$ cat src/rtl/bubble_sort_controller_pkg.sv
// Shared types for the bubble-sort sequencer: FSM state encoding and element width.
package sort_pkg;

    localparam int DW = 16;

    typedef enum logic [2:0] {
        ST_IDLE  = 3'd0,
        ST_LOAD  = 3'd1,
        ST_COMP  = 3'd2,
        ST_SWAP1 = 3'd3,
        ST_SWAP2 = 3'd4,
        ST_NEXT  = 3'd5,
        ST_DONE  = 3'd6
    } state_e;

endpackage

$ cat src/rtl/bubble_sort_controller_if.sv
// Handshake and memory/operand control bundle between the sort sequencer and its datapath.
interface bubble_sort_controller_if #(
    parameter int AW = 3
);
    logic          start;
    logic          a_gt_b;
    logic [AW-1:0] rd_addr_a;
    logic [AW-1:0] rd_addr_b;
    logic          op_en;
    logic          op_ld;
    logic          wr_en;
    logic [AW-1:0] wr_addr;
    logic          wr_sel;
    logic          busy;
    logic          done;

    modport master (
        input  start, a_gt_b,
        output rd_addr_a, rd_addr_b, op_en, op_ld, wr_en, wr_addr, wr_sel, busy, done
    );

    modport slave (
        output start, a_gt_b,
        input  rd_addr_a, rd_addr_b, op_en, op_ld, wr_en, wr_addr, wr_sel, busy, done
    );
endinterface

$ cat src/rtl/bubble_sort_controller_sort_index_counter.sv
// Pass index i and element index j for the sort, plus end-of-pass and last-pass detection.
module sort_index_counter #(
    parameter int N  = 8,
    parameter int AW = 3
) (
    input  logic          clk,
    input  logic          rst,
    input  logic          clr,
    input  logic          inc_j,
    input  logic          next_pass,
    output logic [AW-1:0] i,
    output logic [AW-1:0] j,
    output logic [AW-1:0] j_plus1,
    output logic          end_of_pass,
    output logic          last_pass
);

    localparam logic [AW-1:0] LAST = AW'(N - 2);

    logic [AW-1:0] i_q, i_d;
    logic [AW-1:0] j_q, j_d;

    always_ff @(posedge clk) begin
        if (rst) begin
            i_q <= '0;
            j_q <= '0;
        end else begin
            i_q <= i_d;
            j_q <= j_d;
        end
    end

    always_comb begin
        i_d = i_q;
        j_d = j_q;
        if (clr) begin
            i_d = '0;
            j_d = '0;
        end else if (next_pass) begin
            i_d = i_q + AW'(1);
            j_d = '0;
        end else if (inc_j) begin
            j_d = j_q + AW'(1);
        end
    end

    // Pass i compares pairs j = 0 .. N-2-i, so j+1 never exceeds N-1.
    assign end_of_pass = (j_q == (LAST - i_q));
    assign last_pass   = (i_q == LAST);
    assign i           = i_q;
    assign j           = j_q;
    assign j_plus1     = j_q + AW'(1);

endmodule

$ cat src/rtl/bubble_sort_controller.sv
// Bubble-sort sequencer: walks an external element memory through load/compare/swap steps.
module bubble_sort_controller
    import sort_pkg::*;
#(
    parameter int N  = 8,
    parameter int AW = 3
) (
    input  logic clk,
    input  logic rst,
    bubble_sort_controller_if.master bus
);

    // state | meaning
    // IDLE  | waiting for start; outputs all zero
    // LOAD  | load operand regs from elements j and j+1
    // COMP  | evaluate datapath comparator
    // SWAP1 | write operand B to element j
    // SWAP2 | write operand A to element j+1
    // NEXT  | advance j, start a new pass, or finish
    // DONE  | one-cycle completion pulse

    state_e        state_q, state_d;
    logic          swapped_q, swapped_d;
    logic          clr, inc_j, next_pass;
    logic [AW-1:0] idx_i, idx_j, idx_j1;
    logic          end_of_pass, last_pass;

    logic          op_en_o, op_ld_o, wr_en_o, wr_sel_o, busy_o, done_o;
    logic [AW-1:0] rd_addr_a_o, rd_addr_b_o, wr_addr_o;

    sort_index_counter #(
        .N  (N),
        .AW (AW)
    ) u_index (
        .clk         (clk),
        .rst         (rst),
        .clr         (clr),
        .inc_j       (inc_j),
        .next_pass   (next_pass),
        .i           (idx_i),
        .j           (idx_j),
        .j_plus1     (idx_j1),
        .end_of_pass (end_of_pass),
        .last_pass   (last_pass)
    );

    always_ff @(posedge clk) begin
        if (rst) begin
            state_q   <= ST_IDLE;
            swapped_q <= 1'b0;
        end else begin
            state_q   <= state_d;
            swapped_q <= swapped_d;
        end
    end

    always_comb begin
        state_d   = state_q;
        swapped_d = swapped_q;
        clr       = 1'b0;
        inc_j     = 1'b0;
        next_pass = 1'b0;
        case (state_q)
            ST_IDLE: begin
                if (bus.start) begin
                    clr       = 1'b1;
                    swapped_d = 1'b0;
                    state_d   = ST_LOAD;
                end
            end
            ST_LOAD:  state_d = ST_COMP;
            ST_COMP:  state_d = bus.a_gt_b ? ST_SWAP1 : ST_NEXT;
            ST_SWAP1: begin
                swapped_d = 1'b1;
                state_d   = ST_SWAP2;
            end
            ST_SWAP2: state_d = ST_NEXT;
            ST_NEXT: begin
                if (!end_of_pass) begin
                    inc_j   = 1'b1;
                    state_d = ST_LOAD;
                end else if (!swapped_q || last_pass) begin
                    state_d = ST_DONE;
                end else begin
                    next_pass = 1'b1;
                    swapped_d = 1'b0;
                    state_d   = ST_LOAD;
                end
            end
            ST_DONE:  state_d = ST_IDLE;
            default:  state_d = ST_IDLE;
        endcase
    end

    // Addresses are forced to zero whenever their strobe is idle.
    always_comb begin
        op_en_o     = 1'b0;
        op_ld_o     = 1'b0;
        wr_en_o     = 1'b0;
        wr_sel_o    = 1'b0;
        rd_addr_a_o = '0;
        rd_addr_b_o = '0;
        wr_addr_o   = '0;
        busy_o      = (state_q != ST_IDLE);
        done_o      = (state_q == ST_DONE);
        case (state_q)
            ST_LOAD: begin
                op_en_o     = 1'b1;
                op_ld_o     = 1'b1;
                rd_addr_a_o = idx_j;
                rd_addr_b_o = idx_j1;
            end
            ST_SWAP1: begin
                wr_en_o   = 1'b1;
                wr_addr_o = idx_j;
                wr_sel_o  = 1'b1;
            end
            ST_SWAP2: begin
                wr_en_o   = 1'b1;
                wr_addr_o = idx_j1;
                wr_sel_o  = 1'b0;
            end
            default: ;
        endcase
    end

    assign bus.op_en     = op_en_o;
    assign bus.op_ld     = op_ld_o;
    assign bus.wr_en     = wr_en_o;
    assign bus.wr_sel    = wr_sel_o;
    assign bus.wr_addr   = wr_addr_o;
    assign bus.rd_addr_a = rd_addr_a_o;
    assign bus.rd_addr_b = rd_addr_b_o;
    assign bus.busy      = busy_o;
    assign bus.done      = done_o;

    logic unused_i;
    assign unused_i = ^idx_i;

endmodule

$ cat src/flat_wrapper.sv
// flat-port wrapper written by rule: the top's interface ports become plain ports
module bubble_sort_controller_flat import sort_pkg::*;
#(
    parameter int N  = 8,
    parameter int AW = 3
)
  (clk, rst, bus_start, bus_a_gt_b, bus_rd_addr_a, bus_rd_addr_b, bus_op_en, bus_op_ld, bus_wr_en, bus_wr_addr, bus_wr_sel, bus_busy, bus_done);
  bubble_sort_controller_if #(.AW(AW)) bus_i ();
  input  logic clk;
  input  logic rst;
  input wire logic [$bits(bus_i.start)-1:0] bus_start;
  input wire logic [$bits(bus_i.a_gt_b)-1:0] bus_a_gt_b;
  output wire logic [$bits(bus_i.rd_addr_a)-1:0] bus_rd_addr_a;
  output wire logic [$bits(bus_i.rd_addr_b)-1:0] bus_rd_addr_b;
  output wire logic [$bits(bus_i.op_en)-1:0] bus_op_en;
  output wire logic [$bits(bus_i.op_ld)-1:0] bus_op_ld;
  output wire logic [$bits(bus_i.wr_en)-1:0] bus_wr_en;
  output wire logic [$bits(bus_i.wr_addr)-1:0] bus_wr_addr;
  output wire logic [$bits(bus_i.wr_sel)-1:0] bus_wr_sel;
  output wire logic [$bits(bus_i.busy)-1:0] bus_busy;
  output wire logic [$bits(bus_i.done)-1:0] bus_done;
  assign bus_i.start = bus_start;
  assign bus_i.a_gt_b = bus_a_gt_b;
  assign bus_rd_addr_a = bus_i.rd_addr_a;
  assign bus_rd_addr_b = bus_i.rd_addr_b;
  assign bus_op_en = bus_i.op_en;
  assign bus_op_ld = bus_i.op_ld;
  assign bus_wr_en = bus_i.wr_en;
  assign bus_wr_addr = bus_i.wr_addr;
  assign bus_wr_sel = bus_i.wr_sel;
  assign bus_busy = bus_i.busy;
  assign bus_done = bus_i.done;
  bubble_sort_controller #(.N(N), .AW(AW)) u_core (.clk(clk), .rst(rst), .bus(bus_i));
endmodule
$ cat config.mk
export PLATFORM = sky130hd
export DESIGN_NAME = bubble_sort_controller_flat
export DESIGN_NICKNAME = d
export VERILOG_FILES = /design/src/rtl/bubble_sort_controller_pkg.sv /design/src/rtl/bubble_sort_controller_if.sv /design/src/rtl/bubble_sort_controller_sort_index_counter.sv /design/src/rtl/bubble_sort_controller.sv /design/src/flat_wrapper.sv
export SDC_FILE = /design/constraint.sdc
export NUM_CORES = 1
export LEC_CHECK = 0
export ABC_AREA = 0
export CAP_MARGIN = 20
export CORE_AREA = 2 2 52 54
export DETAILED_ROUTE_END_ITERATION = 12
export DIE_AREA = 0 0 54 56
export PLACE_DENSITY = 0.61
export SETUP_SLACK_MARGIN = 0.05
export SYNTH_ARGS = -nofsm -noshare
export SYNTH_HDL_FRONTEND = slang
export SYNTH_SLANG_ARGS = --single-unit
$ cat constraint.sdc
create_clock -name clk -period 1.66 [get_ports clk]
set_clock_uncertainty 0.15 [all_clocks]
set_input_delay 0.249 -clock clk [delete_from_list [all_inputs] [get_ports clk]]
set_output_delay 0.249 -clock clk [all_outputs]
set_load 0.02 [all_outputs]
==> impl_metrics.tcl, run 1 <==
set metrics [dict create \
    period_share_pct 106 \
    die_y_um 56 \
    report.final.hold_viol_count 0 \
    worst-slew-pin-transition_ps 335 \
    critPathMaxFanout 6 \
    place_congestion 0.806 \
    routed_via_density 5.04 \
    drive_above_1_share_pct 67.6 \
    fin_ws_ps -95.8 \
    hold_path.class "reg2reg" \
    startpoint_type "flop" \
    clk_pin_slew_ps 80 \
    max_freq_mhz 570 \
    grt_pass1_wl_um 3800 \
    clock_latency_ps 280 \
    p_per_area_nw_per_um2 466 \
    wl_um 2430 \
    num_antenna_cells 0 \
    vias 867 \
    core_um2 2430 \
    ys_ff_latch 10 \
    yosysWarnings 0 \
    period_needed_ps 1760 \
    grt_max_degree 8 \
    syn_inst 85 \
    num_rows 18 \
    drt-wirelength-per-cell_um 14.1 \
    dpl.hpwl_um 1710 \
    avgSynthCellArea_um2 8.41 \
    seqCellArea_um2 219 \
    swShare_pct 28.5 \
    finalSetupViolations 19 \
    layout_commonest_cell "buf_4" \
    synth_flop_cell "dfxtp_1" \
    die_x_um 54 \
    pin_count 19 \
    grt_pass1_vias 820 \
    syn-num-nets 92 \
    ant_nets 0 \
    violations "negative setup slack" \
    rsz0062_at_grt "true" \
    dr.first_iter.drc_count 8 \
    syn2layout_area_growth_pct 102 \
    slowest_stage "or3_1" \
    cp.arrival_ps 1360 \
    critical_path_class "reg2out" \
    final_cell_mix "buf_4, buf_6, dfxtp_2" \
    syn-cell-area_um2 714 \
    slew_headroom_pct 77.5 \
    cts_root_buffer "clkbuf_4" \
    clock-sinks 10 \
    fp.dieArea_um2 3020 \
    drt_drc_violations_left 0 \
    reg2reg_slack_ps -80 \
    num-nets-final 150 \
    path_cells "buf_4 -> or3_1 -> buf_6" \
    total_power_uw 671 \
    multi_input_area_um2 634 \
    status "finished with violations" \
    grt_overflow 0 \
    max_stage_delay_ps 410 \
    critPathTopFamily "simple AND/OR/NAND/NOR gates" \
    vdd_drop_max_mv 0.379 \
    synth-edff-count 0 \
    end_kind "output pin" \
    internal_power_uw 480 \
    initial_core_util_pct 29.4 \
    pre_cts_slack_ps -291 \
    grt_util_all_layers_pct 17.4 \
    cts_max_level 1 \
    report.final.slew_viol_count 0 \
    required_ps 1260 \
    synthArstFlopShare_pct 0 \
    p_leak_uw 0.000596 \
    io_buffers 18 \
    synthDistinctLibCells 35 \
    seqPwrFrac_pct 37.5 \
    p_comb_share_pct 28.3 \
    path_buf_inv 2 \
    n_fill_cell 216 \
    cts_buffer_depth 2 \
    first_pass_iters 4 \
    synth-seq-area-share_pct 28.0 \
    maxCapViolations 0 \
    pwr-share-clk_pct 34.2 \
    cts_tree "done" \
    cts_buffers 3 \
    antenna_found_initial 0 \
    p_switching_uw 191 \
]
[area by class of cell]
class | count | share of cell area [%]
Multi-Input combinational cell | 66 | 44.0
Timing Repair Buffer | 56 | 34.1
Sequential cell | 10 | 15.2
Tap cell | 30 | 2.61
Clock buffer | 4 | 2.52
Inverter | 6 | 1.56
[Yosys cell counts, types with 2 or more instances]
| master | number | share of area (%) |
|---|---|---|
| a21boi_0 | 2 | 2.1 |
| inv_1 | 6 | 3.2 |
| and3_1 | 2 | 1.8 |
| a31oi_1 | 3 | 2.6 |
| dfxtp_1 | 10 | 28 |
| nand3b_1 | 3 | 3.2 |
| a211oi_1 | 2 | 2.1 |
| o21ai_0 | 3 | 2.1 |
| or3_1 | 2 | 1.8 |
| a21oi_1 | 5 | 3.5 |
| nand2b_1 | 3 | 2.6 |
| nor3_1 | 3 | 2.1 |
| nor2_1 | 3 | 1.6 |
| nand2_1 | 6 | 3.2 |
| xnor2_1 | 3 | 3.7 |
| and2_1 | 5 | 4.4 |
| clkbuf_1 | 2 | 1.1 |
| ha_1 | 3 | 5.3 |
| mux2i_1 | 3 | 4.2 |
[worst register-to-register path: stages (launching register included)]
cell,delay [ps]
dfxtp_2,350
inv_2,50
ha_4,230
xnor2_4,210
nand3_4,110
or3_4,390
a31oi_4,160
[layer usage]
metal | up-vias | GRT usage [%] | share of wire [%]
li1 | 429 | - | -
met1 | 411 | 18.5 | 39
met2 | 23 | 32.1 | 54
met3 | 4 | 1.88 | 5.2
met4 | 0 | 8.57 | 2.0
met5 | - | 0 | 0
[metrics by stage]
stage               util, %  cells  hold WS [ps]  TNS, ps  area [µm²]
finish                 59.2    172           339     -885        1440
global route           59.2    172           345    -2040        1440
CTS                    55.8    168           339     -817        1360
detailed placement     48.5    159           335    -3360        1180
global placement       48.5    159           316    -2690        1180
floorplan                 -     85           209    -96.8         759
[registers in the layout, indices dropped and copies added, names as in the netlist]
signal,count
u_core.state_q,3
u_core.swapped_q,1
u_core.u_index.i,3
u_core.u_index.j,3
[power by group through the flow]
| stage | sequential [µW] | combinational [µW] | clock, µW |
|---|---|---|---|
| 2_1_floorplan | 256 | 75.9 | 0 |
| 3_3_place_gp | 257 | 162 | 0 |
| 3_5_place_dp | 258 | 163 | 0 |
| 4_1_cts | 253 | 175 | 231 |
| 5_1_grt | 253 | 202 | 241 |
| 6_report | 252 | 190 | 230 |
[cells by family after synthesis]
logic type | share of synthesized area, %
fa+ha+maj | 5.25
simple gates | 28.0
xor+xnor | 9.46
mux | 4.20
flops | 28.0
compound gates | 19.8
buf+inv | 5.25
[path summary, 6_finish.rpt]
check                                    to  cells after the start                              from
max                                bus_busy                      3    u_core.state_q[2]$_SDFFE_PP0N_
min           u_core.swapped_q$_SDFFE_PP0P_                      2     u_core.swapped_q$_SDFFE_PP0P_
max reg2reg  u_core.state_q[2]$_SDFFE_PP0N_                      6  u_core.u_index.i[0]$_SDFFE_PP0P_
min reg2reg   u_core.swapped_q$_SDFFE_PP0P_                      2     u_core.swapped_q$_SDFFE_PP0P_
[what timing repair did]
item	CTS	global route
pin swaps	15	9
endpoints found under the setup margin	24	24
resized for setup	114	16
setup buffers	5	4
hold buffers	0	0
Power figures use the tool's default switching activity.
==> inputs of run 2 (changes only) <==
==> constraint.sdc (replaced) <==
create_clock -name clk -period 1.66 [get_ports clk]
set_clock_uncertainty 0.15 [all_clocks]
set_input_delay 0.166 -clock clk [delete_from_list [all_inputs] [get_ports clk]]
set_output_delay 0.166 -clock clk [all_outputs]
set_load 0.02 [all_outputs]
==> impl_metrics.tcl, run 2 (same netlist as run 1, synthesis figures left out) <==
set metrics [dict create \
    drive_above_1_share_pct 57.6 \
    highest_layer "met4" \
    die_x_um 54 \
    io_buffers 18 \
    core_um2 2430 \
    grt_util_all_layers_pct 15.2 \
    fin_ws_ps -51.9 \
    vias 824 \
    drt_drc_violations_left 0 \
    cts_tree "done" \
    ant_nets 0 \
    die_y_um 56 \
    end_kind "flop" \
    maxCapViolations 0 \
    period_needed_ps 1710 \
    worst-slew-pin-transition_ps 275 \
    clk_pin_slew_ps 60 \
    n_fill_cell 229 \
    hold_path.class "reg2reg" \
    p_per_area_nw_per_um2 454 \
    critPathMaxFanout 6 \
    grt_max_degree 8 \
    startpoint_type "flop" \
    cp.arrival_ps 1750 \
    grt_overflow 0 \
    dpl.hpwl_um 1510 \
    p_switching_uw 170 \
    report.final.slew_viol_count 0 \
    internal_power_uw 430 \
    wl_um 2100 \
    fp.dieArea_um2 3020 \
    slew_headroom_pct 81.5 \
    grt_pass1_vias 792 \
    p_leak_uw 0.000579 \
    holdWs_ps 337 \
    cts_buffer_depth 2 \
    initial_core_util_pct 29.4 \
    vdd_drop_max_mv 0.298 \
    grt_pass1_wl_um 3390 \
    seqPwrFrac_pct 41.8 \
    period_share_pct 103 \
    drt-wirelength-per-cell_um 12.4 \
    swShare_pct 28.3 \
    postCtsHoldBufs 0 \
    antenna_found_initial 0 \
    num_antenna_cells 0 \
    multi_input_area_um2 568 \
    stdcell_count 169 \
    required_ps 1690 \
    violations "negative setup slack" \
    syn2layout_area_growth_pct 85.3 \
    wl_met2_um 1040 \
    finalSetupViolations 5 \
    cts_max_level 1 \
    routedLengthMet1_um 889 \
    dr.first_iter.drc_count 17 \
    cts_root_buffer "clkbuf_4" \
    clock-sinks 10 \
    seqCellArea_um2 219 \
    cts_buffers 3 \
    p_comb_share_pct 30.8 \
    wl_met3_um 142 \
    num_rows 18 \
    layout_commonest_cell "buf_4" \
    place_congestion 0.817 \
    num-nets-final 148 \
    pwr-share-clk_pct 27.3 \
    placedCellCount 157 \
    critical_path_class "reg2reg" \
    routed_via_density 4.88 \
    first_pass_iters 5 \
    clock_latency_ps 260 \
    status "finished with violations" \
    max_freq_mhz 584 \
    final_cell_mix "buf_4, buf_6, nand2_1" \
    rsz0062_at_grt "true" \
    report.final.hold_viol_count 0 \
    pin_count 19 \
]
-- run 2: what timing repair did --
action                     4_1_cts  5_1_grt
setup buffers                    4        5
pin swaps                        7        6
gates resized for setup         97       16
setup endpoints to repair       24       24
hold endpoints to repair         0        0
-- run 2: worst max-delay path: stages (launching register included) --
cell     delay [ps]
dfxtp_2         350
inv_2            60
ha_4            260
xnor2_4         160
nand3_4         120
or3_1           360
a31oi_1         170
-- run 2: power groups by stage --
stage / sequential [µW] / clock [µW] / combinational, µW
after floorplan: 256 / 0 / 75.1
after global placement: 257 / 0 / 157
after detailed placement: 258 / 0 / 159
after CTS: 251 / 168 / 164
after global routing: 252 / 177 / 201
final: 251 / 164 / 185
-- run 2: layout make-up --
| cell class | count | share of cell area [%] |
|---|---|---|
| repair buffers | 54 | 34.3 |
| inverters | 6 | 1.70 |
| clock buffers | 3 | 1.70 |
| flip-flops and latches | 10 | 16.5 |
| multi-input cells | 66 | 42.9 |
| well taps | 30 | 2.84 |
-- run 2: path summary, 6_finish.rpt --
| path | start | end | slack (ps) | depth (start not counted) |
|---|---|---|---|---|
| worst max-delay path | u_core.u_index.i[0]$_SDFFE_PP0P_ | u_core.state_q[2]$_SDFFE_PP0N_ | -50 | 6 |
| worst max register to register | u_core.u_index.i[0]$_SDFFE_PP0P_ | u_core.state_q[2]$_SDFFE_PP0N_ | -50 | 6 |
| worst min-delay path | u_core.swapped_q$_SDFFE_PP0P_ | u_core.swapped_q$_SDFFE_PP0P_ | 340 | 2 |
| worst min register to register | u_core.swapped_q$_SDFFE_PP0P_ | u_core.swapped_q$_SDFFE_PP0P_ | 340 | 2 |
-- run 2: through the flow --
stage                     total power (µW)  cell area [µm²]  setup TNS [ps]  util (%)  worst slack (ps)
after floorplan                        331              754           -55.1         -             -49.2
after global placement                 414             1160           -1640      47.7              -170
after detailed placement               417             1160           -2220      47.7              -231
after CTS                              583             1240            -153      50.8             -50.8
after global routing                   630             1320           -1240      54.4              -127
final                                  600             1320            -171      54.4             -51.9
-- run 2: per-layer routing --
layer  vias to the layer above  global-route usage, %
met5                         -                      0
met4                         0                   5.36
met3                         4                   3.49
met2                        25                   25.8
met1                       376                   18.1
li1                        419                      -
